**config.mk**
```make
export PLATFORM = sky130hd
export DESIGN_NAME = encoder_8x3_seq
export DESIGN_NICKNAME = d
export VERILOG_FILES = /design/src/rtl/encoder_8x3_seq.sv
export SDC_FILE = /design/constraint.sdc
export NUM_CORES = 1
export LEC_CHECK = 0
export CORE_MARGIN = 2
export CORE_UTILIZATION = 48
export DETAILED_ROUTE_END_ITERATION = 16
export GPL_TIMING_DRIVEN = 0
export HOLD_SLACK_MARGIN = 0.02
export PLACE_DENSITY_LB_ADDON = 0.08
export SYNTH_ARGS = -nofsm -noshare
export SYNTH_HDL_FRONTEND = slang
export SYNTH_SLANG_ARGS = --single-unit
```
**constraint.sdc**
```tcl
create_clock -name clk -period 5.07 [get_ports clk]
set_input_delay 1.014 -clock clk [delete_from_list [all_inputs] [get_ports clk]]
set_output_delay 1.014 -clock clk [all_outputs]
set_load 0.005 [all_outputs]
```
**src/rtl/encoder_8x3_seq.sv**
```systemverilog
// Sequential 8-to-3 encoder: latches a request vector and emits the binary
// index of each set bit, one per code transfer, in configurable priority order.
module encoder_8x3_seq #(
    parameter bit MSB_FIRST = 1'b1
) (
    input  logic       clk,
    input  logic       rst_n,
    input  logic       en,
    input  logic       req_valid,
    output logic       req_ready,
    input  logic [7:0] req,
    output logic       code_valid,
    input  logic       code_ready,
    output logic [2:0] code,
    output logic       last,
    output logic [3:0] remaining,
    output logic       state_dbg
);

    // Handshake rule for both ports: a transfer happens on a rising edge where
    // valid and ready are both high; valid never waits on ready.
    typedef enum logic {
        IDLE  = 1'b0,
        SERVE = 1'b1
    } state_t;

    state_t     state;
    logic [7:0] pending;

    function automatic logic [2:0] pick_index(input logic [7:0] v);
        logic [2:0] r;
        r = 3'd0;
        if (MSB_FIRST) begin
            for (int i = 0; i < 8; i++)
                if (v[i]) r = 3'(i);
        end else begin
            for (int i = 7; i >= 0; i--)
                if (v[i]) r = 3'(i);
        end
        return r;
    endfunction

    function automatic logic [3:0] count_ones(input logic [7:0] v);
        logic [3:0] n;
        n = 4'd0;
        for (int i = 0; i < 8; i++)
            n = n + 4'(v[i]);
        return n;
    endfunction

    // pending is all-zero in IDLE, so these decodes read zero there.
    always_comb begin
        code       = pick_index(pending);
        remaining  = count_ones(pending);
        last       = (remaining == 4'd1);
        code_valid = (state == SERVE);
        state_dbg  = state;
    end

    // req_ready is registered from en, so it follows en one cycle late;
    // acceptance itself still requires en at the accepting edge.
    always_ff @(posedge clk or negedge rst_n) begin
        if (!rst_n) begin
            state     <= IDLE;
            pending   <= 8'h00;
            req_ready <= 1'b0;
        end else begin
            case (state)
                IDLE: begin
                    if (req_valid && req_ready && en && (req != 8'h00)) begin
                        pending   <= req;
                        state     <= SERVE;
                        req_ready <= 1'b0;
                    end else begin
                        req_ready <= en;
                    end
                end
                SERVE: begin
                    if (code_ready) begin
                        pending <= pending & ~(8'(1) << code);
                        if (last) begin
                            state     <= IDLE;
                            req_ready <= en;
                        end
                    end
                end
                default: begin
                    state     <= IDLE;
                    pending   <= 8'h00;
                    req_ready <= 1'b0;
                end
            endcase
        end
    end

endmodule

```
### After elaboration in Yosys (flattened, before gate mapping)

Cells that the tools add are included.

* reduce and logical (&&, ||, !) cells: 6
* bitwise logic cells: 3
* mux-type cells: 18
* $add $sub $neg: 7
* divide/modulo/power cells: 0
* $mul: 0
* shift-type cells: 1
* $lt $le $gt $ge: 0
* equality and inequality tests: 4

Operators by type and width (count)
* 4-bit by 1-bit adder with 4-bit output: 4
* 8-bit 2-to-1 mux: 2
* 8-bit one-hot mux with 2 select lines: 1
* 3-bit 2-to-1 mux: 4
* 8-bit bitwise AND: 1
* 8-bit NOT: 1
* 8-bit nonzero test: 1
* 1-bit by 3-bit << shifter with 8-bit output, first input constant: 1
* 1-bit 2-to-1 mux: 7
* 2-bit inequality test, second input constant: 3
* 3-bit by 1-bit adder with 4-bit output: 1
* 4-bit by 1-bit equality test with 1-bit output, second input constant: 1
* 2-bit 2-to-1 mux: 2
* 1-bit one-hot mux with 2 select lines: 2
* 2-bit AND reduction: 2
* 2-bit by 1-bit adder with 3-bit output: 1
* 1-bit logical AND: 3
* 1-bit by 1-bit adder with 2-bit output: 1
* 1-bit NOT: 1

* register bits after elaboration: 10
* bits in latches: 0
* logic and storage cells: 42
* memory bits (read-only): 0
* output and inout port bits: 11
* memories kept: 0
* bits in writable memories: 0
* bits of input ports: 13

### Depth between registers and ports, before layout

* word-level depth: 12
* gate-level depth with buffers: 12
* mapped depth without buffers: 12

### Worst setup path before layout

Ideal clock, no wire load.

* path type: register -> output
* start point: register pending[3]
* end point: output port last
* slack: 1.272 ns
* path buffers: 0
* data required time: 4.056 ns
* arrival: 2.784 ns
* cell stages (with the launch flop): 12
* cells stage by stage: dfrtp_1 fa_1 inv_1 fa_1 fa_1 inv_1 ha_1 inv_1 fa_1 nor2b_1 a21oi_1 nor2_1

* longest elaborated chain between the ends: 6

RTL lines
* start: declaration: RTL line 28 `logic [7:0] pending;`
* start signal: assignment: RTL line 71 `pending <= req;`
* start signal: assignment: RTL line 80 `pending <= pending & ~(8'(1) << code);`
* 3-bit by 1-bit adder with 4-bit output: RTL line 47 `n = n + 4'(v[i]);`
* 4-bit by 1-bit adder with 4-bit output (4 in series): RTL line 47
* 4-bit by 1-bit equality test with 1-bit output: RTL line 55 `last = (remaining == 4'd1);`
* end: declaration: RTL line 15 `output logic last,`

No other way between the ends.

### Worst setup path in the final report

Ends and elaborated chain as after synthesis.

==> reports/metrics.csv <==
metric,value,unit
htreeDepth,1,
drcViolationCount,0,
core,0.00149,sq mm
critPathArrivalTime,3.71,ns
dieWidth,43.5,um
internal_power,0.529,mW
cap_violations,0,
async_flop_share,1.00,
vias,716,
ys_seq_area_frac,0.334,
wire_per_inst,14.7,um
cts_sinks,10,
drive_gt1_frac,0.0943,
cts_buffers,3,
worstRegToRegCells,12,
post-place-cells,119,
routed_wirelength,1800,um
cts_resized,0,
place_area,1000,sq um
syn_nets,100,
timing.rr.end,req_ready,
synth_cell_types,28,
avgSynthCellArea,9.37,sq um
cts_tree,yes,
row_count,14,
io_pins,24,
ys.flop_type,dfrtp_1,
regToRegSetupSlack,1.43,ns
critPathMaxFanout,7,
skew,0.000720,ns
switching_share,0.399,
total_power,0.880,mW
end_kind,output pin,
finish.instance_area,0.00102,sq mm
grt_pass1_wl,3000,um
p_leak,0.456,nW
vias_per_cell,5.87,
clk_latency,0.27,ns
drt-initial-drc-count,29,
synth_cells,80,
hold_path_class,reg -> reg,
syn_area,749,sq um
pre_cts_slack,0.618,ns
root_buffer,clkbuf_4,
slew_headroom,0.678,
min_delay_worst_endpoint,req_ready,
max_freq,212,MHz
grt_start_max_net_pins,11,
grt_pass1_vias,649,
status,"finished, final reports clean",
area_growth,36.4,%
n_antenna_cell,0,
pwr-share-clk,0.063,
cts_buffer_depth,2,
min_period,4.73,ns
dp_hpwl,1440,um
start_util,0.503,
fin_crit_sh,0.932,
power.switching,0.351,mW
post_cts_buffers,0,
place_congestion,0.817,
combPwrFrac,0.758,
r2r-start,pending[3],
port_buffers,23,
finalSetupViolCount,0,
fin_tns_setup,0,ns
synth_seq_cells,10,
fin_nets,128,
hold_viol_final,0,
antenna_left,0,
rsz0062_at_grt,no,
grt.total_usage,0.214,
synth_edf_count,0,
yosysWarningCount,0,
antenna_found_initial,0,
nFillCells,114,
slew_violations,0,
fin_hold_ws,0.557,ns
worstSetupStartpointType,flip-flop,
p_per_area,861,mW/mm^2
drt_pass1_iterations,4,
clk_pin_slew,0.06,ns
required,4.06,ns
fin_ws,0.343,ns
grt_overflow_total,0,
fin_util,0.687,
worstMarginPinSlew,0.481,ns
hp-start,req_ready,
peakVddDrop,570,uV
fin_cells,122,
die-area,0.00189,sq mm
path_class,reg -> out,
fp.dieH,43.5,um
whs_path_depth,1,
cts_hold_buffers,0,
seqPwrFrac,0.180,
[cell usage after synthesis, types with 2 or more instances]
| master | number | area share |
|---|---|---|
| nor2b_1 | 5 | 0.042 |
| o21ai_0 | 4 | 0.027 |
| o21ai_1 | 5 | 0.033 |
| buf_4 | 2 | 0.020 |
| ha_1 | 3 | 0.050 |
| nor2_1 | 3 | 0.015 |
| o31ai_1 | 3 | 0.030 |
| inv_1 | 11 | 0.055 |
| fa_1 | 4 | 0.11 |
| nor4_1 | 2 | 0.017 |
| nand2_1 | 5 | 0.025 |
| a22o_1 | 5 | 0.058 |
| dfrtp_1 | 10 | 0.33 |
| buf_2 | 2 | 0.013 |
| o311ai_0 | 2 | 0.023 |
| a21oi_1 | 2 | 0.013 |
[power by group through the flow]
stage | Combinational, mW | Sequential [mW] | Clock (mW)
global route | 0.757 | 0.164 | 0.0582
floorplan | 0.362 | 0.148 | 0
global placement | 0.653 | 0.157 | 0
finish | 0.667 | 0.158 | 0.0553
detailed placement | 0.675 | 0.159 | 0
CTS | 0.678 | 0.158 | 0.0553
[kinds of logic after synthesis]
| group | count (synthesis) | synth area share |
|---|---|---|
| compound gates | 26 | 0.255 |
| simple gates | 20 | 0.145 |
| buf+inv | 16 | 0.0935 |
| flops | 10 | 0.334 |
| fa+ha+maj | 7 | 0.157 |
| mux | 1 | 0.0150 |
[placed cells by master, fill, tap and decap left out, drive strengths merged, types with 2 or more instances in the layout]
master / instances
a21oi: 2
ha: 3
clkdlybuf4s50: 23
nor2b: 5
clkbuf: 4
nor2: 3
o31ai: 3
fa: 4
dfrtp: 10
a22o: 5
nor4: 2
o311ai: 3
nand2: 5
o21ai: 9
inv: 11
buf: 4
[area by class of cell]
cell class	instances	area, sq um	area share
plain buffers	5	28.8	0.0282
multi-input cells	54	429	0.420
repair buffers	23	230	0.225
well taps	16	20.0	0.0196
clock buffers	3	22.5	0.0220
flip-flops and latches	10	250	0.245
inverters	11	41.3	0.0404
[per-layer routing]
metal  global-route usage  vias to the layer above  part of all wire
li1                     -                      337                 -
met1                0.297                      339              0.43
met2                0.331                       36              0.48
met3               0.0625                        4             0.077
met4               0.0545                        0             0.017
met5                    0                        -                 0
[worst max-delay path: stages, from the launching register on]
cell	delay [ns]
dfrtp_1	0.48
fa_1	0.52
inv_1	0.05
fa_1	0.50
fa_1	0.42
inv_1	0.07
ha_1	0.15
inv_1	0.05
fa_1	0.37
nor2b_1	0.16
a21oi_1	0.10
nor2_1	0.09
clkdlybuf4s50_1	0.50
[registers in the layout, indices dropped and copies added, names as in the netlist]
| name | flops |
|---|---|
| req_ready | 1 |
| code_valid | 1 |
| pending | 8 |
[worst max path at each step]
| stage | startpoint | endpoint | slack (ns) | cells after the start |
|---|---|---|---|---|
| after global routing | pending[3] | last | 0.12 | 12 |
| after detailed placement | pending[3] | last | 0.62 | 12 |
| after CTS | pending[3] | last | 0.32 | 12 |
| final | pending[3] | last | 0.34 | 12 |
| after floorplan | pending[3] | last | 1.27 | 11 |
| after global placement | pending[3] | last | 0.67 | 12 |
No activity file was read; power rests on OpenSTA's default activity.
==> RTL change 1: new RTL, config.mk and constraints unchanged <==
Put a register stage on the output `state_dbg`, without a reset. The value now appears one clock later. The other outputs are not delayed to match.
--- a/src/rtl/encoder_8x3_seq.sv
+++ b/src/rtl/encoder_8x3_seq.sv
@@ -24,4 +24,6 @@
         SERVE = 1'b1
     } state_t;
+
+    logic state_dbg_d;
 
     state_t     state;
@@ -55,5 +57,5 @@
         last       = (remaining == 4'd1);
         code_valid = (state == SERVE);
-        state_dbg  = state;
+        state_dbg_d = state;
     end
 
@@ -94,4 +96,8 @@
     end
 
+    always_ff @(posedge clk) begin
+        state_dbg <= state_dbg_d;
+    end
+
 endmodule
 
Formal check against the unedited RTL: not equivalent (Yosys sat finds a counterexample within 4 cycles, from zero or initial values and one cycle with rst_n low).
==> RTL change 1 against the unedited design <==
  * Clock skew up 0.0017 ns
  * First-iteration DRC count decreased by 52%
  * Sequential cell count grew 1
  * Wire length is 1.0% higher
  * Worst setup slack worse by 0.034 ns
  * Area after synthesis grew 1.7%
  * Non-clock buffer count shrank 1
  * Highest routed layer unchanged
  * Power up 2.2%
  * Design area rose by 1.6%
==> RTL change 1: results <==
export IMPL_crit_end="last"
export IMPL_synth_top_cells_by_area="dfrtp_1 (33%), fa_1 (11%), a22o_1 (5.7%), inv_1 (5.4%), ha_1 (4.9%)"
export IMPL_cts_root_buffer="clkbuf_4"
export IMPL_final_nets=128
export IMPL_critical_path_arrival_ns=3.75
export IMPL_peakVddDrop_mv=0.896
export IMPL_synth_cell_types=29
export IMPL_start_kind="flip-flop"
export IMPL_power_leakage_nw=0.460
export IMPL_r2r_slack_ns=1.41
export IMPL_switching_share_pct=40.3
export IMPL_synthToLayoutAreaGrowth_pct=36.3
export IMPL_antenna_found_initial=0
export IMPL_min_period_ns=4.76
export IMPL_cts_inserted_buffers=3
export IMPL_track_usage_pct=21.4
export IMPL_placed_area_um2=1010
export IMPL_regMostFlops="pending"
export IMPL_instances_no_fill=123
export IMPL_synthTopCellsByCount="inv_1 (11), dfrtp_1 (10)"
export IMPL_avgViaCountPerCell=5.90
export IMPL_fin_skew_ns=0.00241
export IMPL_dp_hpwl_um=1340
export IMPL_antenna_cells=0
export IMPL_post_cts_resized=0
export IMPL_ys_seq_area_share_pct=35.5
export IMPL_place_gp_congestion=0.798
export IMPL_grt_first_pass_wirelength_um=2960
export IMPL_wirelength_um=1820
export IMPL_drtIter0Drc=14
export IMPL_ys_warn_count=0
export IMPL_status="completed"
export IMPL_clk_path_buf_depth=2
export IMPL_final_layout_size_suffix_gt1_share_pct=8.41
export IMPL_async_reset_ff_share_pct=90.9
export IMPL_syn_num_nets=100
export IMPL_clk_latency_ns=0.28
export IMPL_synth_flop_cell="dfrtp_1"
export IMPL_grt_pass1_vias=682
export IMPL_maxSlewHeadroom_pct=69.6
export IMPL_n_fill_cell=114
export IMPL_clk_pin_slew_worst_paths_ns=0.08
export IMPL_reg2reg_depth=12
export IMPL_pre_cts_ws_ns=0.624
export IMPL_first_pass_iters=4
==> RTL change 1: metal layers <==
layer  up-vias  GRT usage, %  wire, µm
met1       346          27.0       821
li1        337             -         -
met2        37          32.6       834
met4         0          8.48        36
met3         6          8.33       124
met5         -             0         0
==> RTL change 1: cells by family (layout without fill, tap and decap cells) <==
logic type               after synthesis  in the layout  synth area share, %
buffers and inverters                 15             42                 8.21
AO/OA/AOI/OAI                         26             26                 25.1
multiplexers                           1              1                 1.48
adder cells (fa/ha/maj)                7              7                 15.4
AND/OR/NAND/NOR                       20             20                 14.3
flip-flops                            11             11                 35.5
==> RTL change 1: area by class of cell <==
type                       instances  share of cell area [%]
multi-input combinational         54                    41.3
sequential                        11                    26.0
timing repair buffer              23                    22.2
inverter                          11                    3.98
clock buffer                       4                    2.53
buffer                             4                    2.05
tap                               16                    1.93
==> RTL change 1: how the worst min path moves through the flow <==
stage | startpoint | end | slack (ns) | depth (start not counted)
2_1_floorplan | code_valid | state_dbg | 0.38 | 0
3_3_place_gp | code_valid | state_dbg | 0.37 | 0
3_5_place_dp | code_valid | state_dbg | 0.38 | 0
4_1_cts | code_valid | state_dbg | 0.41 | 0
5_1_grt | code_valid | state_dbg | 0.42 | 0
6_report | code_valid | state_dbg | 0.40 | 0
==> RTL change 1: power groups by stage <==
stage	clock network [mW]	registers, mW	logic, mW
floorplan	0	0.161	0.356
global placement	0	0.170	0.654
detailed placement	0	0.171	0.662
CTS	0.0642	0.169	0.669
global route	0.0671	0.175	0.748
finish	0.0643	0.171	0.664
==> RTL change 2: new RTL, same flow settings <==
Made on the original files. `MSB_FIRST`: 1'b1 -> 1'b0.
--- a/src/rtl/encoder_8x3_seq.sv
+++ b/src/rtl/encoder_8x3_seq.sv
@@ -2,5 +2,5 @@
 // index of each set bit, one per code transfer, in configurable priority order.
 module encoder_8x3_seq #(
-    parameter bit MSB_FIRST = 1'b1
+    parameter bit MSB_FIRST = 1'b0
 ) (
     input  logic       clk,
Check against the original RTL: not equivalent (Yosys sat finds a counterexample within 4 cycles, from zero or initial values and one cycle with rst_n low).
==> RTL change 2 against the unedited design <==
  * Wire length down 5.1%
  * Utilization grew 1.1 points
  * Worst setup slack got worse by 0.069 ns
  * Power rose by 1.2%
  * Final cell count is 4.9% higher
  * Global-route usage shrank 1.1 points
  * Combinational power is 2% lower
  * Design area increased by 2.8%
  * Sequential cell count did not move
  * Area after synthesis increased by 2.0%
  * Largest power group unchanged
==> RTL change 2: results <==
export IMPL_avgViaCountPerCell=5.52
export IMPL_power_leakage_nw=0.459
export IMPL_wirelength_um=1710
export IMPL_critical_path_arrival_ns=3.78
export IMPL_synthTopCellsByCount="inv_1 (12), dfrtp_1 (10), o21ai_0 (8), a22o_1 (5)"
export IMPL_synth_area_mux_share_pct=1.47
export IMPL_final_nets=133
export IMPL_place_gp_congestion=0.792
export IMPL_met2_length_um=782
export IMPL_grt_pass1_vias=667
export IMPL_worstMarginPinSlew_ns=0.473
export IMPL_ys_seq_area_share_pct=32.7
export IMPL_track_usage_pct=20.4
export IMPL_synth_top_cells_by_area="dfrtp_1 (33%), fa_1 (10%), inv_1 (5.9%), a22o_1 (5.7%), o21ai_0 (5.2%)"
export IMPL_drtIter0Drc=12
export IMPL_met3WireLength_um=102
export IMPL_yosys_area_share_adder_pct=15.4
export IMPL_drt_met1_wl_um=808
export IMPL_n_fill_cell=140
export IMPL_cts_setup_buffers=0
export IMPL_p_sw_uw=353
export IMPL_syn_inst=85
export IMPL_synth_compound_area_share_pct=24.9
export IMPL_final_layout_size_suffix_gt1_share_pct=8.93
export IMPL_peakVddDrop_mv=0.987
export IMPL_pre_cts_ws_ns=0.544
export IMPL_worstPathMaxFanout=8
export IMPL_place_inst=124
export IMPL_dp_hpwl_um=1290
export IMPL_synth_cell_types=29
export IMPL_syn_num_nets=105
export IMPL_status="completed"
export IMPL_ys_warn_count=0
export IMPL_first_pass_iters=4
[RTL change 2: worst paths after layout]
kind	from	to	slack [ns]	cells past startpoint
max in group asynchronous	rst_n	code_valid	3.68	1
min reg2reg	req_ready	req_ready	0.55	1
max reg2reg	pending[0]	req_ready	1.50	12
max	pending[0]	last	0.27	12
min	req_ready	req_ready	0.55	1
min in group asynchronous	rst_n	pending[6]	1.06	1
[RTL change 2: layer usage]
layer / global-route usage (%) / vias to the layer above
li1: - / 351
met1: 26.8 / 330
met2: 31.8 / 24
met3: 7.50 / 2
met4: 4.85 / 0
met5: 0 / -
[RTL change 2: critical path: stages, from the launching register on]
cell	delay (ns)
dfrtp_1	0.47
fa_1	0.56
inv_1	0.05
fa_1	0.49
fa_1	0.41
inv_1	0.09
ha_1	0.16
inv_1	0.05
fa_1	0.37
nor2b_1	0.16
a21oi_1	0.10
nor2_1	0.09
clkdlybuf4s50_1	0.51
[RTL change 2: area by class of cell]
type	instances	share of cell area [%]
buffer	4	1.90
clock buffer	4	3.45
inverter	12	4.29
multi-input combinational	59	42.7
sequential	10	23.8
tap	16	1.90
timing repair buffer	23	21.9
[RTL change 2: cells by family after synthesis]
| family | Yosys count |
|---|---|
| buf+inv | 16 |
| fa+ha+maj | 7 |
| compound gates | 28 |
| simple gates | 23 |
| mux | 1 |
| flops | 10 |
[RTL change 2: power groups by stage]
stage	Combinational (mW)	Clock, mW	Sequential (mW)
2_1_floorplan	0.361	0	0.153
3_5_place_dp	0.653	0	0.165
4_1_cts	0.663	0.0762	0.164
3_3_place_gp	0.650	0	0.165
6_report	0.653	0.0737	0.164
5_1_grt	0.745	0.0795	0.171
[RTL change 2: stage by stage]
stage	hold slack (ns)	power, mW	utilization, %	cell area, µm²
after global routing	0.572	0.995	69.8	1050
after global placement	0.528	0.815	67.4	1010
final	0.546	0.891	69.8	1050
after floorplan	0.511	0.514	-	764
after detailed placement	0.529	0.818	67.4	1010
after CTS	0.549	0.903	69.8	1050
